### config.mk
export PLATFORM = sky130hd
export DESIGN_NAME = multicycle_ctrl_flat
export DESIGN_NICKNAME = d
export VERILOG_FILES = /design/src/rtl/multicycle_ctrl_if.sv /design/src/rtl/multicycle_ctrl.sv /design/src/flat_wrapper.sv
export SDC_FILE = /design/constraint.sdc
export NUM_CORES = 1
export LEC_CHECK = 0
export BUFFER_PORTS_ARGS = -buffer_cell sky130_fd_sc_hd__buf_2
export CORE_MARGIN = 2
export CORE_UTILIZATION = 42
export CTS_CLUSTER_SIZE = 12
export DETAILED_ROUTE_END_ITERATION = 8
export PLACE_DENSITY_LB_ADDON = 0.2
export SETUP_SLACK_MARGIN = 0.02
export SLEW_MARGIN = 20
export SYNTH_ARGS = -nofsm -noshare
export SYNTH_HDL_FRONTEND = slang
export SYNTH_SLANG_ARGS = --single-unit
### constraint.sdc
create_clock -name clk -period 2.6 [get_ports clk]
set_input_delay 0.52 -clock clk [delete_from_list [all_inputs] [get_ports clk]]
set_output_delay 0.52 -clock clk [all_outputs]
set_load 0.05 [all_outputs]
### src/rtl/multicycle_ctrl_if.sv
// Control bundle between the multi-cycle MIPS controller (master) and its datapath (slave).
// The controller reads the IR word and the ALU Zero flag and drives every select and write enable.
interface multicycle_ctrl_if;
    logic [31:0] instr;
    logic        zero;
    logic        PCWrite;
    logic        IRWrite;
    logic        RegWrite;
    logic        MemWrite;
    logic [1:0]  NPCOp;
    logic [1:0]  EXTOp;
    logic [3:0]  ALUOp;
    logic [1:0]  RegA3Sel;
    logic [1:0]  RegDataSel;
    logic [1:0]  AluBSel;
    logic [2:0]  state;
    logic        instr_done;

    modport master (
        input  instr, zero,
        output PCWrite, IRWrite, RegWrite, MemWrite,
        output NPCOp, EXTOp, ALUOp, RegA3Sel, RegDataSel, AluBSel,
        output state, instr_done
    );

    modport slave (
        output instr, zero,
        input  PCWrite, IRWrite, RegWrite, MemWrite,
        input  NPCOp, EXTOp, ALUOp, RegA3Sel, RegDataSel, AluBSel,
        input  state, instr_done
    );
endinterface

### src/rtl/multicycle_ctrl.sv
// Multi-cycle MIPS control FSM: FETCH/DECODE/EXEC/MEM/WB sequencing with per-state write enables.
// Selects follow the decoded IR word in every state; enables depend on the registered state.
module multicycle_ctrl #(
    parameter int unsigned MEM_WAIT = 0
) (
    input  logic               clk,
    input  logic               reset,
    multicycle_ctrl_if.master  bus
);

    typedef enum logic [2:0] {
        S_FETCH  = 3'd0,
        S_DECODE = 3'd1,
        S_EXEC   = 3'd2,
        S_MEM    = 3'd3,
        S_WB     = 3'd4
    } state_t;

    typedef enum logic [3:0] {
        I_NOP, I_ADDU, I_SUBU, I_JR, I_ORI, I_LUI,
        I_LW, I_SW, I_BEQ, I_J, I_JAL, I_UNK
    } iclass_t;

    localparam logic [3:0] WAIT_LAST = 4'(MEM_WAIT);

    state_t      state_q, state_d;
    logic [3:0]  cnt_q, cnt_d;
    iclass_t     cls;
    logic [5:0]  opcode;
    logic [5:0]  funct;

    logic        pc_write, ir_write, reg_write, mem_write;
    logic [1:0]  npc_op, ext_op, reg_a3_sel, reg_data_sel, alu_b_sel;
    logic [3:0]  alu_op;

    assign opcode = bus.instr[31:26];
    assign funct  = bus.instr[5:0];

    // An R-type word with an unlisted funct is a nop (retires in DECODE); an unlisted
    // opcode is unknown and walks through EXEC before retiring with PC+4.
    always_comb begin
        cls = I_UNK;
        case (opcode)
            6'h00: begin
                case (funct)
                    6'h21:   cls = I_ADDU;
                    6'h23:   cls = I_SUBU;
                    6'h08:   cls = I_JR;
                    default: cls = I_NOP;
                endcase
            end
            6'h0d:   cls = I_ORI;
            6'h0f:   cls = I_LUI;
            6'h23:   cls = I_LW;
            6'h2b:   cls = I_SW;
            6'h04:   cls = I_BEQ;
            6'h02:   cls = I_J;
            6'h03:   cls = I_JAL;
            default: cls = I_UNK;
        endcase
    end

    always_comb begin
        state_d = S_FETCH;
        cnt_d   = 4'd0;
        case (state_q)
            S_FETCH:  state_d = S_DECODE;
            S_DECODE: begin
                if (cls inside {I_J, I_JAL, I_JR, I_NOP}) state_d = S_FETCH;
                else                                      state_d = S_EXEC;
            end
            S_EXEC: begin
                if (cls == I_LW)                                   state_d = S_MEM;
                else if (cls inside {I_ADDU, I_SUBU, I_ORI, I_LUI}) state_d = S_WB;
                else                                               state_d = S_FETCH;
            end
            S_MEM: begin
                if (cnt_q == WAIT_LAST) begin
                    state_d = S_WB;
                end else begin
                    state_d = S_MEM;
                    cnt_d   = cnt_q + 4'd1;
                end
            end
            S_WB:     state_d = S_FETCH;
            default:  state_d = S_FETCH;
        endcase
    end

    always_ff @(posedge clk) begin
        if (reset) begin
            state_q <= S_FETCH;
            cnt_q   <= 4'd0;
        end else begin
            state_q <= state_d;
            cnt_q   <= cnt_d;
        end
    end

    always_comb begin
        npc_op       = 2'b00;
        ext_op       = 2'b00;
        alu_op       = 4'b0000;
        reg_a3_sel   = 2'b00;
        reg_data_sel = 2'b00;
        alu_b_sel    = 2'b00;
        case (cls)
            I_SUBU: alu_op = 4'b0001;
            I_ORI: begin
                alu_op     = 4'b0010;
                alu_b_sel  = 2'b01;
                reg_a3_sel = 2'b01;
            end
            I_LUI: begin
                ext_op       = 2'b10;
                reg_a3_sel   = 2'b01;
                reg_data_sel = 2'b10;
            end
            I_LW: begin
                ext_op       = 2'b01;
                alu_b_sel    = 2'b01;
                reg_a3_sel   = 2'b01;
                reg_data_sel = 2'b01;
            end
            I_SW: begin
                ext_op    = 2'b01;
                alu_b_sel = 2'b01;
            end
            I_BEQ: begin
                alu_op = 4'b0001;
                npc_op = 2'b01;
            end
            I_J:   npc_op = 2'b10;
            I_JAL: begin
                npc_op       = 2'b10;
                reg_a3_sel   = 2'b10;
                reg_data_sel = 2'b11;
            end
            I_JR:  npc_op = 2'b11;
            default: ;
        endcase
    end

    // PCWrite fires only in the retiring state, so it doubles as the completion pulse.
    always_comb begin
        pc_write  = 1'b0;
        ir_write  = 1'b0;
        reg_write = 1'b0;
        mem_write = 1'b0;
        case (state_q)
            S_FETCH:  ir_write = 1'b1;
            S_DECODE: begin
                if (cls inside {I_J, I_JAL, I_JR, I_NOP}) begin
                    pc_write  = 1'b1;
                    reg_write = (cls == I_JAL);
                end
            end
            S_EXEC: begin
                if (cls inside {I_BEQ, I_SW, I_UNK}) begin
                    pc_write  = 1'b1;
                    mem_write = (cls == I_SW);
                end
            end
            S_WB: begin
                pc_write  = 1'b1;
                reg_write = 1'b1;
            end
            default: ;
        endcase
    end

    assign bus.PCWrite    = pc_write;
    assign bus.IRWrite    = ir_write;
    assign bus.RegWrite   = reg_write;
    assign bus.MemWrite   = mem_write;
    assign bus.NPCOp      = npc_op;
    assign bus.EXTOp      = ext_op;
    assign bus.ALUOp      = alu_op;
    assign bus.RegA3Sel   = reg_a3_sel;
    assign bus.RegDataSel = reg_data_sel;
    assign bus.AluBSel    = alu_b_sel;
    assign bus.state      = state_q;
    assign bus.instr_done = pc_write;

endmodule

### src/flat_wrapper.sv
// flat-port wrapper written by rule: the top's interface ports become plain ports
module multicycle_ctrl_flat 
#(
    parameter int unsigned MEM_WAIT = 0
)
  (clk, reset, bus_instr, bus_zero, bus_PCWrite, bus_IRWrite, bus_RegWrite, bus_MemWrite, bus_NPCOp, bus_EXTOp, bus_ALUOp, bus_RegA3Sel, bus_RegDataSel, bus_AluBSel, bus_state, bus_instr_done);
  multicycle_ctrl_if bus_i ();
  input  logic clk;
  input  logic reset;
  input wire logic [$bits(bus_i.instr)-1:0] bus_instr;
  input wire logic [$bits(bus_i.zero)-1:0] bus_zero;
  output wire logic [$bits(bus_i.PCWrite)-1:0] bus_PCWrite;
  output wire logic [$bits(bus_i.IRWrite)-1:0] bus_IRWrite;
  output wire logic [$bits(bus_i.RegWrite)-1:0] bus_RegWrite;
  output wire logic [$bits(bus_i.MemWrite)-1:0] bus_MemWrite;
  output wire logic [$bits(bus_i.NPCOp)-1:0] bus_NPCOp;
  output wire logic [$bits(bus_i.EXTOp)-1:0] bus_EXTOp;
  output wire logic [$bits(bus_i.ALUOp)-1:0] bus_ALUOp;
  output wire logic [$bits(bus_i.RegA3Sel)-1:0] bus_RegA3Sel;
  output wire logic [$bits(bus_i.RegDataSel)-1:0] bus_RegDataSel;
  output wire logic [$bits(bus_i.AluBSel)-1:0] bus_AluBSel;
  output wire logic [$bits(bus_i.state)-1:0] bus_state;
  output wire logic [$bits(bus_i.instr_done)-1:0] bus_instr_done;
  assign bus_i.instr = bus_instr;
  assign bus_i.zero = bus_zero;
  assign bus_PCWrite = bus_i.PCWrite;
  assign bus_IRWrite = bus_i.IRWrite;
  assign bus_RegWrite = bus_i.RegWrite;
  assign bus_MemWrite = bus_i.MemWrite;
  assign bus_NPCOp = bus_i.NPCOp;
  assign bus_EXTOp = bus_i.EXTOp;
  assign bus_ALUOp = bus_i.ALUOp;
  assign bus_RegA3Sel = bus_i.RegA3Sel;
  assign bus_RegDataSel = bus_i.RegDataSel;
  assign bus_AluBSel = bus_i.AluBSel;
  assign bus_state = bus_i.state;
  assign bus_instr_done = bus_i.instr_done;
  multicycle_ctrl #(.MEM_WAIT(MEM_WAIT)) u_core (.clk(clk), .reset(reset), .bus(bus_i));
endmodule
==> results.md, run 1 <==
* Layout cell share with drive strength beyond 1 at about half
* Yosys reg bits at 7
* Min Clock Period, post-route at approximately 2.7 ns
* Post-synthesis cell type count at 43
* Worst flop-to-flop path startpoint: u_core.bus.state[0]
* Routed length per placed instance at 16.3 um
* Final Cycle Share at 105%
* Count leader, synth: nor2_1
* Hold EP: u_core.cnt_q[0]
* # nets final at between 200 and 250
* Leakage at a little over 0.8 nW
* Clock Latency Late Sink at 0.26 ns
* Initial Util at between 40% and 50%
* Hold Path Stages at 1
* CTS root buffer: clkbuf_4
* Initial antenna violation count at 0
* Row cnt at 16
* Tot GR Track Use at between 20% and 30%
* Clk pin slew, worst setup/hold paths at about 0.05 ns
* Leading post-synthesis cells by cell area: dfxtp_1 (15%), nor2_1 (5.7%), and4b_1 (4.4%), nand2_1 (4.1%), and3b_1 (3.8%)
* Ant diodes at 0
* Yosys warning count at 0
* Fin util at 82.5%
* P&R area growth vs syn at 80.3%
* Via count at ~1300
* Pre-CTS setup slack at -0.291 ns
* Max Root-Sink Buffers at 2
* First-pass GRT wire length at between 5 and 6 mm
* I/O Buffers at 32
* CP cell instances: buf_4 > nor4_4 > buf_4 > o21ai_0 > and4b_1 > o31ai_1 > o211ai_1 > buf_4
* Ports at 57
* Post-Syn Instances at 126
* Synth cell count leaders: nor2_1 (14), nand2_1 (10), inv_1 (8), dfxtp_1 (7), o21ai_0 (6)
* Final setup viols at 6
* Yosys top cell by area: dfxtp_1
* Worst Path Class, Setup: input port to output port
* CP startpoint kind: input port
* Reg2reg end: u_core.bus.state[1]
* Number of global-route vias before repair at between 1000 and 1500
* DR WL met3 at 261 um
* Met2 routed WL at approximately 1.8 mm
* Detailed-route DRC error count at 0
* FF-to-FF path depth at 4
* RSZ-0062 raised after global routing: true
* R2r setup slk at 0.98 ns
* Primary FF master, synth: dfxtp_1
* Netlist Area Pre-Place at around 920 sq um
* Smallest setup slack after layout at -0.123 ns
* Post-synth EDFFs at 0
* Final ANT Viol Nets at 0
* Drt first pass iters at 5
* CTS tree: yes
* Failing checks: setup timing
* Clk sinks at 7
* Worst Min Path Start: u_core.cnt_q[0]
* Status: finished, violations left
* Vias/cell at between 5 and 6
* Initial DRC count at 66
* Final wirelength at between 3 and 4 mm
* Final Power at roughly 0.00047 W
* Register area share after synthesis at between 10% and 20%
* Worst EP arrival at ~2.2 ns
* Final hold violations at 0
* Hold_ws at ~0.48 ns
* Mean Syn Cell Area at about 7.3 sq um
* Yosys top cell area share at roughly 15%
* Area of the core at approximately 2000 sq um
* Cell area power density at 285 nW/um^2
* Largest net degree at the start of global routing at 13
* Crit end category: output port
* Fmax at approximately 0.37 GHz
* Fill count at 115
* Num CTS Buffers at 3
* H-tree levels at 1
* Die height at approximately 51 um
* DR top layer: met4
* Worst Path Required at between 2 and 2.5 ns
* Clock skew at between 0.004 and 0.005 ns
* VDD IR-drop max at approximately 0.00031 V
* Max Transition Viols Final at 0
* DP Wirelength at around 2.3 mm
* Routability Congestion at between 0.9 and 1
* Global route overflow at 0
* CP peak stage delay at 0.32 ns
* Cell mode on critical path: buf_4
* CP max-delay cell: nor4_4
* Asr flop ratio synth at 0%
* Hold Path Class: flop to flop
* Maximum capacitance violations at 0
* Die area at around 2600 sq um
* Maximum fanout along the worst path at 4
* Chip width at approximately 50 um
* Met1 Wirelength at roughly 1.4 mm
==> placed cells by master, fill, tap and decap left out, types with 4 or more instances in the layout <==
master     n
nand2_1   10
and3b_1    4
buf_4     46
nand2b_1   5
inv_1      8
nor2_1    14
dfxtp_1    7
buf_6     12
buf_2     18
o21ai_0    4
and4b_1    4
==> area by class of cell <==
class	count	area (sq um)	share of cell area [%]
Multi-Input combinational cell	103	801	48.5
Clock buffer	4	26.3	1.59
Timing Repair Buffer	79	621	37.6
Sequential cell	7	140	8.48
Tap cell	27	33.8	2.05
Inverter	8	30.0	1.82
==> worst max path at each step <==
stage / from / to / slack [ns] / depth (start not counted)
6_report: bus_instr[28] / bus_PCWrite / -0.12 / 8
5_1_grt: bus_instr[28] / bus_instr_done / -0.20 / 8
4_1_cts: bus_instr[29] / bus_PCWrite / -0.06 / 9
3_5_place_dp: bus_instr[1] / bus_RegWrite / -0.29 / 7
3_3_place_gp: bus_instr[1] / bus_RegWrite / -0.27 / 7
2_1_floorplan: bus_instr[27] / bus_instr_done / -0.43 / 7
==> state kept, by name, indices dropped and copies added (netlist names) <==
signal and cells:
u_core.bus.state 3, u_core.cnt_q 4
==> cell families after synthesis <==
family | Yosys count | synth area share (%)
and+or+nand+nor | 61 | 41.4
AOI/OAI and AO/OA | 34 | 26.4
buffers and inverters | 18 | 10.9
DFF | 7 | 15.3
xor gates and xnor gates | 3 | 2.87
adders and majority gates | 2 | 2.73
other | 1 | 0.409
==> through the flow <==
stage                     instances  setup TNS (ns)  cell area (sq um)
after floorplan                 128          -0.966                988
after global placement          204           -1.19               1310
after detailed placement        204           -1.35               1310
after CTS                       219          -0.176               1520
after global routing            228           -1.00               1650
final                           228          -0.441               1650
==> timing repair <==
| action | 4_1_cts | 5_1_grt |
|---|---|---|
| endpoints found under the setup margin | 9 | 11 |
| gates resized for setup | 30 | 15 |
| setup buffers | 11 | 10 |
| pin swaps | 11 | 12 |
| hold buffers | 0 | 0 |
==> routing by layer <==
| layer | up-vias | track usage, % |
|---|---|---|
| met1 | 631 | 30.9 |
| met4 | 0 | 4.95 |
| met3 | 20 | 4.76 |
| met5 | - | 0 |
| li1 | 609 | - |
| met2 | 77 | 51.8 |
==> where the power goes <==
part | switching (W) | total (W) | leakage (nW) | internal, W
Clock | 0.0000445 | 0.000103 | 0.0150 | 0.0000589
Combinational | 0.000147 | 0.000245 | 0.753 | 0.0000985
Sequential | 0.0000111 | 0.000122 | 0.0569 | 0.000111
Total | 0.000202 | 0.000471 | 0.824 | 0.000268
==> critical path: cells and delay by family <==
family                 cells  cell delay (ns)
and+or+nand+nor            2             0.54
buffers and inverters      3             0.56
AOI/OAI and AO/OA          3             0.56
Power figures use the tool's default switching activity.
==> run 2: changes to the inputs <==
Settings changed: PLACE_DENSITY set to 0.81, PLACE_DENSITY_LB_ADDON 0.2 to not set.
==> run 2 against run 1 <==
  * The run still ends with setup timing left
  * Non-clock buffer count is 2 lower
  * Maximum frequency up 0.56%
  * Clock power up 5%
  * Hold slack better by 0.0011 ns
==> results.md, run 2 (synthesis gave the netlist of run 1 again) <==
* Status: finished, violations left
* Failing checks: setup timing
* Die area at between 2000 and 3000 sq um
* Maximum capacitance violations at 0
* Hold EP: u_core.cnt_q[0]
* Initial DRC count at ~110
* Routability Congestion at around 0.89
* CP peak stage delay at around 0.28 ns
* Max Transition Viols Final at 0
* Vias/cell at 6.43
* Most frequent cells in the layout: buf_4 (42), buf_2 (15), nor2_1 (13)
* Cell Area, Placed at around 1300 sq um
* Worst Setup SP: bus_instr[26]
* I/O Buffers at 32
* Pre-CTS setup slack at -0.280 ns
* CP startpoint kind: input port
* Hold Path Class: flop to flop
* Fin util at a little over four fifths
* Number of global-route vias before repair at between 1000 and 1500
* CP cell instances: buf_4 > buf_4 > nor4_4 > a22oi_1 > a22oi_2 > buf_4 > o211ai_1 > o211ai_1 > buf_4
* Most flops, register: u_core.cnt_q
* Fill count at 104
* Initial Util at 45.7%
* Worst flop-to-flop path startpoint: u_core.bus.state[0]
* P&R area growth vs syn at 85.1%
* Setup TNS at -0.352 ns
* First-pass GRT wire length at just under 6 mm
* Leakage at ~0.83 nW
* Detailed-route DRC error count at 0
* CTS root buffer: clkbuf_4
* R2r setup slk at between 0.9 and 1 ns
* VDD IR-drop max at 0.000376 V
* Final setup viols at 6
* Initial antenna violation count at 0
* Cell mode on critical path: buf_4
* Worst Path Class, Setup: input port to output port
* Crit end category: output port
* Cell area power density at around 290 nW/um^2
* Crit path buf inv count at 4
* Via count at 1454
* Num CTS Buffers at 3
* Final Cycle Share at 104%
* Clock Latency Late Sink at 0.27 ns
* Largest register FFs at 4
* Hold Path Stages at 1
* Final hold violations at 0
* CTS tree: yes
* Layout cell share with drive strength beyond 1 at 51.3%
* Drt first pass iters at 4
* Chip width at between 50 and 60 um
* Final ANT Viol Nets at 0
* Clock skew at ~0.00099 ns
* Die height at about 50 um
* Worst EP arrival at 2.19 ns
* Smallest setup slack after layout at -0.107 ns
* Final wirelength at 4.42 mm
* RSZ-0062 raised after global routing: true
* Row cnt at 16
* Worst Path Required at ~2.1 ns
* H-tree levels at 1
* Clk sinks at 7
* Worst Min Path Start: u_core.cnt_q[0]
* Cell family with the largest share of critical-path delay: buffers and inverters
* Ant diodes at 0
* CP max-delay cell: nor4_4
* # nets final at 237
* Min Clock Period, post-route at 2.71 ns
* Max Root-Sink Buffers at 2
* Fmax at between 0.3 and 0.4 GHz
* Global route overflow at 0
* Ports at 57
* Routed length per placed instance at about 20 um
* Maximum fanout along the worst path at 8
* Design Area, Final at 1700 sq um
* Largest net degree at the start of global routing at 13
* Most common cell after layout, fill and taps aside: buf_4
* Tot GR Track Use at between 30% and 40%
* Area of the core at approximately 2000 sq um
* FF-to-FF path depth at 4
* Clk pin slew, worst setup/hold paths at approximately 0.050 ns
* DP Wirelength at approximately 2.2 mm
* Reg2reg end: u_core.bus.state[1]
==> run 2: timing repair <==
action                                  4_1_cts  5_1_grt
hold endpoints to repair                      0        0
gates resized for setup                      42       17
buffers inserted                             18        4
pin swaps                                    16        8
endpoints found under the setup margin        9       11
hold buffers                                  0        0
==> run 2: how the worst max path moves through the flow <==
stage,to,cells after the start,slack [ns]
2_1_floorplan,bus_instr_done,7,-0.43
3_3_place_gp,bus_RegWrite,7,-0.28
3_5_place_dp,bus_RegWrite,7,-0.28
4_1_cts,bus_instr_done,9,-0.003
5_1_grt,bus_PCWrite,8,-0.16
6_report,bus_instr_done,9,-0.11
==> run 2: per-stage QoR <==
step                      instances  hold slack [ns]  total power (W)
final                           226            0.485         0.000487
after global routing            226            0.536         0.000506
after CTS                       223            0.481         0.000456
after detailed placement        201            0.456         0.000315
after global placement          201            0.443         0.000311
after floorplan                 128            0.430         0.000262
==> run 2: area by class of cell <==
class                      instances  area [sq um]  area share (%)
multi-input combinational        103           822            48.5
timing repair buffer              77           643            37.9
sequential                         7           140            8.27
tap                               27          33.8            1.99
inverter                           8          30.0            1.77
clock buffer                       4          26.3            1.55
==> run 2: power by group <==
| part | internal (W) | leakage [nW] | switching [W] | total, W |
|---|---|---|---|---|
| sequential | 0.000111 | 0.0569 | 0.0000109 | 0.000122 |
| clock | 0.0000592 | 0.0150 | 0.0000493 | 0.000108 |
| combinational | 0.000104 | 0.754 | 0.000153 | 0.000257 |
| total | 0.000274 | 0.826 | 0.000214 | 0.000487 |
==> run 2: metal layers <==
layer | up-vias | global-route usage [%] | routed length (um)
met5 | - | 0 | 0
met4 | 0 | 19.8 | 252
met3 | 40 | 5.36 | 339
li1 | 608 | - | -
met2 | 125 | 52.6 | 2140
met1 | 681 | 33.2 | 1690
==> run 3: changes to the inputs <==
Settings changed: BUFFER_PORTS_ARGS -buffer_cell sky130_fd_sc_hd__buf_2 to -buffer_cell sky130_fd_sc_hd__clkbuf_2.
==> run 3 against run 2 <==
  * The flow still finishes with violations (setup timing)
  * Critical path depth unchanged
  * Combinational power decreased by 6%
  * Sequential power about the same
  * Sequential cell count unchanged
  * Register-to-register slack got worse by 0.11 ns
  * Via count decreased by 6.3%
  * Hold slack got worse by 0.012 ns
  * Clock-buffer cell count unchanged
  * Global-route usage decreased by 2.3 points
  * Power decreased by 4.6%
  * Sequential share of layout area increased by 0.38 points
==> results.md, run 3 (synthesis gave the netlist of run 1 again) <==
* Final hold violations at 0
* Initial antenna violation count at 0
* Status: finished, violations left
* Final ANT Viol Nets at 0
* Smallest setup slack after layout at -0.187 ns
* CP max-delay cell: nor4_4
* Layout cell share with drive strength beyond 1 at between 40 and 50%
* Largest register FFs at 4
* Hold Path Class: flop to flop
* Ant diodes at 0
* Fin util at between 80% and 90%
* Clk pin slew, worst setup/hold paths at around 0.05 ns
* Routed length per placed instance at 19.6 um
* CTS root buffer: clkbuf_4
* Routability Congestion at approximately 0.9
* Detailed-route DRC error count at 0
* Max Transition Viols Final at 0
* I/O Buffers at 32
* First-pass GRT wire length at 5.51 mm
* Fmax at 0.359 GHz
* # nets final at between 200 and 250
* Final setup viols at 9
* Number of global-route vias before repair at approximately 1200
* Leakage at about 0.76 nW
* Die height at 50.7 um
* Most frequent cells in the layout: buf_4 (25), clkbuf_2 (18), nor2_1 (13)
* VDD IR-drop max at approximately 0.00030 V
* Worst EP arrival at approximately 2.3 ns
* Final Cycle Share at 107%
* Failing checks: setup timing
* Worst slew pin tran at around 0.57 ns
* P&R area growth vs syn at 76.9%
* Max Root-Sink Buffers at 2
* Chip width at about 51 um
* Vias/cell at ~6.4
* CP startpoint kind: input port
* Ports at 57
* CP peak stage delay at roughly 0.36 ns
* Clk sinks at 7
* Area of the core at around 2000 sq um
* Clock skew at between 0.001 and 0.0015 ns
* Final wirelength at around 4.2 mm
* Tot GR Track Use at 27.9%
* Maximum fanout along the worst path at 4
* Most flops, register: u_core.cnt_q
* RSZ-0062 raised after global routing: true
* DP Wirelength at 2.32 mm
* Rel. slew slack at between 60% and 70%
* Setup TNS at -1.00 ns
* CP cell instances: buf_8 > nor4_4 > o2111ai_2 > buf_4 > a22oi_2 > buf_4 > o211ai_1 > o211ai_1 > clkbuf_8
* Num CTS Buffers at 3
* Row cnt at 16
* Min Clock Period, post-route at between 2 and 3 ns
* Most common cell after layout, fill and taps aside: buf_4
* Via count at around 1400
* Largest net degree at the start of global routing at 13
* Initial Util at 45.7%
* Worst Path Class, Setup: input port to output port
* Clock Latency Late Sink at roughly 0.25 ns
* Crit end category: output port
* Cell area power density at 287 nW/um^2
* Maximum capacitance violations at 0
* CTS tree: yes
* Drt first pass iters at 5
* H-tree levels at 1
* Worst Path Required at 2.08 ns
* Initial DRC count at 93
* Die area at between 2000 and 3000 sq um
* Global route overflow at 0
## run 3: cell count changes in the layout (fill, tap and decap cells not counted), sizes merged
cell | previous run | this run
buf | 75 | 42
clkbuf | 6 | 25
## run 3: timing repair
| action | 4_1_cts | 5_1_grt |
|---|---|---|
| cloned | 0 | 0 |
| setup buffers | 3 | 3 |
| gates resized for setup | 27 | 25 |
| setup endpoints to repair | 10 | 10 |
| pin swaps | 8 | 11 |
| hold buffers | 0 | 0 |
## run 3: power by group
part / switching [W] / internal, W
registers: 0.0000111 / 0.000111
clock network: 0.0000415 / 0.0000587
logic: 0.000149 / 0.0000934
total: 0.000202 / 0.000263
## run 3: metal layers
layer	part of all wire (%)	wire length, um	GRT usage [%]
met2	49	2030	52.0
met4	5.9	244	13.1
met5	0	0	0
met1	37	1550	30.0
met3	8.2	340	4.76
## run 3: per-stage QoR
step	std cells	hold WS [ns]	power [W]	worst slack (ns)	instance area [sq um]
floorplan	128	0.430	0.000262	-0.429	988
global placement	202	0.444	0.000315	-0.192	1350
detailed placement	202	0.468	0.000321	-0.249	1350
CTS	209	0.480	0.000439	-0.119	1530
global route	212	0.501	0.000485	-0.257	1620
finish	212	0.473	0.000465	-0.187	1620
## run 3: worst max-delay path: cells and delay by family
kind / cells / cell delay, ns
buffers and inverters: 4 / 0.69
AOI/OAI and AO/OA: 4 / 0.70
and+or+nand+nor: 1 / 0.36
## run 3: layout make-up
class                   instances  area, sq um
inverters                       8         30.0
clock buffers                   4         26.3
fillers                       123          382
multi-input cells             103          816
repair buffers                 63          574
flip-flops and latches          7          140
well taps                      27         33.8
## run 3: path summary, 6_finish.rpt
path	start	to	slack (ns)	cells after the start
worst min-delay path	u_core.cnt_q[0]	u_core.cnt_q[0]	0.47	1
worst max-delay path	bus_instr[28]	bus_PCWrite	-0.19	9
worst min register to register	u_core.cnt_q[0]	u_core.cnt_q[0]	0.47	1
worst max register to register	u_core.cnt_q[0]	u_core.bus.state[1]	0.87	6
